===== config.mk =====
export PLATFORM = sky130hd
export DESIGN_NAME = ptw_mem_arbiter
export DESIGN_NICKNAME = d
export VERILOG_FILES = /design/src/rtl/walk_arb_pkg.sv /design/src/rtl/rr_picker.sv /design/src/rtl/ptw_mem_arbiter.sv
export SDC_FILE = /design/constraint.sdc
export NUM_CORES = 1
export LEC_CHECK = 0
export CORE_UTILIZATION = 35
export CTS_CLUSTER_SIZE = 8
export DETAILED_ROUTE_END_ITERATION = 12
export GPL_ROUTABILITY_DRIVEN = 0
export PLACE_DENSITY = 0.78
export SETUP_SLACK_MARGIN = 0.3
export SKIP_CTS_REPAIR_TIMING = 1
export SKIP_LAST_GASP = 1
export SLEW_MARGIN = 20
export SYNTH_ARGS = -nofsm -noshare
export SYNTH_HDL_FRONTEND = slang
export SYNTH_SLANG_ARGS = --single-unit

===== constraint.sdc =====
create_clock -name clk -period 2.27 [get_ports clk]
set_clock_uncertainty 0.15 [all_clocks]
set_input_delay 0.681 -clock clk [delete_from_list [all_inputs] [get_ports clk]]
set_output_delay 0.681 -clock clk [all_outputs]
set_load 0.01 [all_outputs]

===== src/rtl/walk_arb_pkg.sv =====
// Shared types and helpers for the page-table-walk memory arbiter.
package walk_arb_pkg;

  // Arbiter states: port free, read outstanding, owner between walk levels.
  typedef enum logic [1:0] {
    IDLE = 2'd0,
    BUSY = 2'd1,
    HOLD = 2'd2
  } arb_state_t;

  localparam int unsigned TIMEOUT_CNT_W = 16;

  // Ceiling log2 for elaboration-time width calculations.
  function automatic int unsigned clog2(input int unsigned value);
    int unsigned r;
    r = 0;
    for (int unsigned i = 0; i < 32; i++) begin
      if ((64'd1 << i) < 64'(value)) r = i + 1;
    end
    return r;
  endfunction

endpackage


===== src/rtl/rr_picker.sv =====
// Combinational round-robin select: first requester at or after ptr wins.
module rr_picker #(
  parameter int unsigned NUM_REQ = 2,
  parameter int unsigned IDX_W   = 1
) (
  input  logic [NUM_REQ-1:0] req,
  input  logic [IDX_W-1:0]   ptr,
  output logic [NUM_REQ-1:0] gnt_c,
  output logic [IDX_W-1:0]   idx_c,
  output logic               any_c
);

  logic found;

  // Walk offsets 0..NUM_REQ-1 from ptr; the first set request is granted.
  always_comb begin
    gnt_c = '0;
    idx_c = '0;
    found = 1'b0;
    for (int k = 0; k < int'(NUM_REQ); k++) begin
      for (int i = 0; i < int'(NUM_REQ); i++) begin
        if (!found && req[i] && (((int'(ptr) + k) % int'(NUM_REQ)) == i)) begin
          found    = 1'b1;
          gnt_c[i] = 1'b1;
          idx_c    = IDX_W'(i);
        end
      end
    end
    any_c = found;
  end

endmodule


===== src/rtl/ptw_mem_arbiter.sv =====
// Shares one PTE read port between MMU walkers; a walk owns the port until its
// final read, with round-robin between walks and a per-access timeout.
module ptw_mem_arbiter
  import walk_arb_pkg::*;
#(
  parameter int unsigned NUM_REQ = 2,
  parameter int unsigned ADDR_W  = 48,
  parameter int unsigned DATA_W  = 48,
  parameter int unsigned TIMEOUT = 256
) (
  input  logic                      clk,
  input  logic                      reset_n,
  input  logic [NUM_REQ-1:0]        req_valid,
  input  logic [NUM_REQ*ADDR_W-1:0] req_addr,
  input  logic [NUM_REQ-1:0]        req_last,
  output logic [NUM_REQ-1:0]        gnt,
  output logic [NUM_REQ-1:0]        rsp_valid,
  output logic [NUM_REQ-1:0]        rsp_err,
  output logic [DATA_W-1:0]         rsp_data,
  output logic [ADDR_W-1:0]         mem_addr,
  output logic                      mem_read,
  input  logic [DATA_W-1:0]         mem_data,
  input  logic                      mem_ready,
  output logic                      busy,
  output logic [TIMEOUT_CNT_W-1:0]  timeout_count
);

  localparam int unsigned IDX_W = (NUM_REQ > 1) ? clog2(NUM_REQ) : 1;
  localparam int unsigned TMR_W = clog2(TIMEOUT);

  arb_state_t               state_q, state_d;
  logic [NUM_REQ-1:0]       gnt_q, gnt_d;
  logic [IDX_W-1:0]         owner_q, owner_d;
  logic [IDX_W-1:0]         rr_ptr_q, rr_ptr_d;
  logic [ADDR_W-1:0]        mem_addr_q, mem_addr_d;
  logic                     mem_read_q, mem_read_d;
  logic                     last_q, last_d;
  logic [TMR_W-1:0]         timer_q, timer_d;
  logic [TIMEOUT_CNT_W-1:0] tcnt_q, tcnt_d;

  logic [NUM_REQ-1:0] pick_gnt_c;
  logic [IDX_W-1:0]   pick_idx_c;
  logic               pick_any_c;

  logic [NUM_REQ-1:0] sel_oh_c;
  logic [ADDR_W-1:0]  sel_addr_c;
  logic               sel_last_c;
  logic               owner_req_c;
  logic               timer_exp_c;
  logic               done_c;
  logic               tmo_c;
  logic [IDX_W-1:0]   next_ptr_c;

  rr_picker #(
    .NUM_REQ (NUM_REQ),
    .IDX_W   (IDX_W)
  ) u_rr_picker (
    .req   (req_valid),
    .ptr   (rr_ptr_q),
    .gnt_c (pick_gnt_c),
    .idx_c (pick_idx_c),
    .any_c (pick_any_c)
  );

  // Completion / timeout events and the pointer value used on release.
  always_comb begin
    owner_req_c = |(gnt_q & req_valid);
    timer_exp_c = (timer_q == TMR_W'(TIMEOUT - 1));
    done_c      = (state_q == BUSY) && mem_ready;
    tmo_c       = ((state_q == BUSY) && !mem_ready && timer_exp_c) ||
                  ((state_q == HOLD) && !owner_req_c && timer_exp_c);
    next_ptr_c  = (owner_q == IDX_W'(NUM_REQ - 1)) ? '0 : owner_q + IDX_W'(1);
  end

  // Request fields of the new winner in IDLE, or of the owner otherwise.
  always_comb begin
    sel_oh_c   = (state_q == IDLE) ? pick_gnt_c : gnt_q;
    sel_addr_c = '0;
    for (int i = 0; i < int'(NUM_REQ); i++) begin
      if (sel_oh_c[i]) sel_addr_c = req_addr[i*ADDR_W +: ADDR_W];
    end
    sel_last_c = |(sel_oh_c & req_last);
  end

  // State register.
  always_ff @(posedge clk or negedge reset_n) begin
    if (!reset_n) state_q <= IDLE;
    else          state_q <= state_d;
  end

  // Next-state logic.
  always_comb begin
    state_d = state_q;
    case (state_q)
      IDLE: if (pick_any_c) state_d = BUSY;
      BUSY: begin
        if (done_c)     state_d = last_q ? IDLE : HOLD;
        else if (tmo_c) state_d = IDLE;
      end
      HOLD: begin
        if (owner_req_c) state_d = BUSY;
        else if (tmo_c)  state_d = IDLE;
      end
      default: state_d = IDLE;
    endcase
  end

  // Response outputs are combinational so the owner sees data with mem_ready.
  always_comb begin
    rsp_valid = '0;
    rsp_err   = '0;
    rsp_data  = '0;
    if (done_c) begin
      rsp_valid = gnt_q;
      rsp_data  = mem_data;
    end
    if (tmo_c) rsp_err = gnt_q;
  end

  // Next values for ownership, address, timer and counters.
  always_comb begin
    gnt_d      = gnt_q;
    owner_d    = owner_q;
    rr_ptr_d   = rr_ptr_q;
    mem_addr_d = mem_addr_q;
    mem_read_d = mem_read_q;
    last_d     = last_q;
    timer_d    = timer_q;
    tcnt_d     = tcnt_q;
    case (state_q)
      IDLE: begin
        if (pick_any_c) begin
          owner_d    = pick_idx_c;
          gnt_d      = pick_gnt_c;
          mem_addr_d = sel_addr_c;
          last_d     = sel_last_c;
          timer_d    = '0;
          mem_read_d = 1'b1;
        end
      end
      BUSY: begin
        if (done_c) begin
          mem_read_d = 1'b0;
          timer_d    = '0;
          if (last_q) begin
            gnt_d    = '0;
            rr_ptr_d = next_ptr_c;
          end
        end else if (tmo_c) begin
          mem_read_d = 1'b0;
          gnt_d      = '0;
          rr_ptr_d   = next_ptr_c;
          timer_d    = '0;
        end else begin
          timer_d = timer_q + TMR_W'(1);
        end
      end
      HOLD: begin
        if (owner_req_c) begin
          mem_addr_d = sel_addr_c;
          last_d     = sel_last_c;
          timer_d    = '0;
          mem_read_d = 1'b1;
        end else if (tmo_c) begin
          gnt_d    = '0;
          rr_ptr_d = next_ptr_c;
          timer_d  = '0;
        end else begin
          timer_d = timer_q + TMR_W'(1);
        end
      end
      default: ;
    endcase
    if (tmo_c && (tcnt_q != {TIMEOUT_CNT_W{1'b1}})) tcnt_d = tcnt_q + TIMEOUT_CNT_W'(1);
  end

  // Datapath registers.
  always_ff @(posedge clk or negedge reset_n) begin
    if (!reset_n) begin
      gnt_q      <= '0;
      owner_q    <= '0;
      rr_ptr_q   <= '0;
      mem_addr_q <= '0;
      mem_read_q <= 1'b0;
      last_q     <= 1'b0;
      timer_q    <= '0;
      tcnt_q     <= '0;
    end else begin
      gnt_q      <= gnt_d;
      owner_q    <= owner_d;
      rr_ptr_q   <= rr_ptr_d;
      mem_addr_q <= mem_addr_d;
      mem_read_q <= mem_read_d;
      last_q     <= last_d;
      timer_q    <= timer_d;
      tcnt_q     <= tcnt_d;
    end
  end

  assign gnt           = gnt_q;
  assign mem_addr      = mem_addr_q;
  assign mem_read      = mem_read_q;
  assign busy          = (state_q != IDLE);
  assign timeout_count = tcnt_q;

endmodule


==> metrics <==
Die ar.=around 14000 um2; asr flop ratio synth=100%; register area=2000 um2; number of synthesis warnings=0; Synth Net Count=roughly 570; slowest cell delay on critical path=about 0.39 ns; Critical Path AT=between 1.5 and 2 ns; Reg2Reg Setup Slack=-0.01 ns; Avg WL per Cell=~22 um; actual slew at the worst max-slew pin=roughly 0.53 ns; fill count=between 800 and 900; reg2reg path depth=8; Clock Path Buffers=2; Tcrit/Tclk final=109%; endpoints failing setup=between 40 and 50; Via Count=approximately 5200; CP Depth=7; placed insts=between 800 and 900; R2R Path End=mem_addr[16]; io pins=approximately 270; critical path cell sequence=inv_2 -> ha_4 -> buf_4 -> buf_12 -> buf_6 -> and3_1 -> clkbuf_2; status=finished, violations left; initial antenna violation count=0; CTS tree=done; clock-pin slew on the worst setup and hold paths=0.06 ns; initial drt markers=about 270; Max Fanout on Critical Path=11; ant diodes=0; first-pass GRT wire length=between 20 and 25 mm; Critical Path Slowest Stage Cell=dfrtp_1; vias in the first global route=4800; vias per cell=5.51; register area share after synthesis=42.8%; Slew headroom=64.3%; worst hold path class=in2async; Synth Register Bits=80; Total GRT Usage=between 20% and 30%; largest net degree at the start of global routing=81; Die W=about 120 um; total grt overflow=0; Initial Util=a little over a third; Nets=924; core area=12800 um2; synth-to-layout area growth=104%; gate family responsible for the most delay along the worst path=buffers and inverters; top_reg_cell synth=dfrtp_1; WS Path Type=reg2out; MaxCap Viol Count=0; leakage=0.00522 uW; hpwl dp=around 12 mm; Clock Root Buffer=clkbuf_16; port bufs=270; final slew viol count=0; worst setup margin=-0.202 ns; Max IR drop VDD=0.653 mV; startpoint types=register; die height=between 100 and 150 um; final instance count without filler cells=944; post-route antenna net violation count=0; unique cell type count in the Yosys netlist=between 50 and 60; CP required=~1.4 ns; final hold vios=0; layout cells sized above 1=about 40%; Rows=between 40 and 50; most frequent cells in the layout=clkdlybuf4s50_1, dfrtp_1, dlymetal6s2s_1; syn avg cell area=11.2 um2; Hold Slack=0.219 ns; Worst Path Buf+Inv=5; DRT Pass-1 Iters=4; clk_lat worst skew=about 0.33 ns; Achievable Freq=a little over 400 MHz; Syn Inst Count=about 420; failing checks=setup timing; commonest non-fill, non-tap cell in the layout=clkdlybuf4s50_1; EDFF count, synth=0; Worst Setup EP=rsp_data[5]; H-tree depth=3; Synth Cell Area=~4700 um2; Critical Path Source=state_q[1]; setup TNS=-4.57 ns; Min Clock Period, post-route=~2.5 ns; clk sinks=80; Worst R2R Start=state_q[0]; final WL=between 20 and 25 mm; DR DRC count=0; Power Density=about 1100 nW/um2; footprint of the multi-input gates=roughly 3100 um2; TritonCTS Buffers=9; RSZ-0062 raised after global routing=true; CP Capture Type=output port
==> cell families (layout without fill, tap and decap cells) <==
logic type / after synthesis / count (layout) / share of synthesized area [%]
AO/OA/AOI/OAI: 97 / 105 / 19.5
AND/OR/NAND/NOR: 121 / 121 / 15.3
buffers and inverters: 42 / 390 / 4.71
adder cells (fa/ha/maj): 6 / 6 / 1.60
multiplexers: 58 / 58 / 13.9
flip-flops: 80 / 80 / 42.8
XOR/XNOR: 12 / 12 / 2.25
==> power by group <==
part	switching, uW	internal, uW	total (uW)
registers	222	1850	2070
logic	3020	3980	7010
clock network	599	909	1510
==> layout make-up <==
type / count / area share, %
clock inverters: 5 / 0.577
repair buffers: 366 / 40.6
inverters: 8 / 0.341
flip-flops and latches: 80 / 21.0
clock buffers: 11 / 2.65
multi-input cells: 302 / 32.5
well taps: 172 / 2.26
==> how the worst min path moves through the flow <==
stage | depth (start not counted) | start | to
final | 2 | reset_n | mem_addr[35]
after floorplan | 0 | reset_n | gnt[0]
after global placement | 1 | owner_q | rr_ptr_q
after detailed placement | 1 | owner_q | rr_ptr_q
after CTS | 2 | reset_n | mem_addr[10]
after global routing | 2 | reset_n | mem_addr[28]
==> metal layers <==
metal | wire [um] | GRT usage (%) | up-vias | part of all wire (%)
met5 | 0 | 0 | - | 0
met4 | 723 | 9.38 | 0 | 3.5
met3 | 1390 | 4.60 | 50 | 6.7
met2 | 10600 | 39.2 | 251 | 52
met1 | 7840 | 25.9 | 2577 | 38
li1 | - | - | 2325 | -
==> cell usage after synthesis (9+ instances only) <==
master     number  area (um2)
mux2_2         40         450
mux2_1         14         158
nand3_1        10        50.1
nand2_1        13        48.8
xor2_1         11        96.3
nor2_1          9        33.8
and3_1         56         350
clkbuf_1       18        67.6
a2111oi_2      10         150
a22o_1         55         482
dfrtp_1        80        2000
==> metrics by stage <==
stage          setup slack (ns)  instance area, um2  util (%)  power [uW]
2_1_floorplan           -0.0434                4800         -        4790
3_3_place_gp             -0.766                7930      61.9        6890
3_5_place_dp             -0.787                7930      61.9        7000
4_1_cts                  -0.810                8240      64.3        8540
5_1_grt                  -0.266                9540      74.4       11000
6_report                 -0.202                9540      74.4       10600
==> state kept, by name (all words and copies together), names as in the netlist <==
| register | cells |
|---|---|
| mem_addr | 48 |
| gnt | 2 |
| timeout_count | 16 |
| owner_q | 1 |
| rr_ptr_q | 1 |
| mem_read | 1 |
| state_q | 2 |
| last_q | 1 |
| timer_q | 8 |
(Power assumes the default switching activity.)
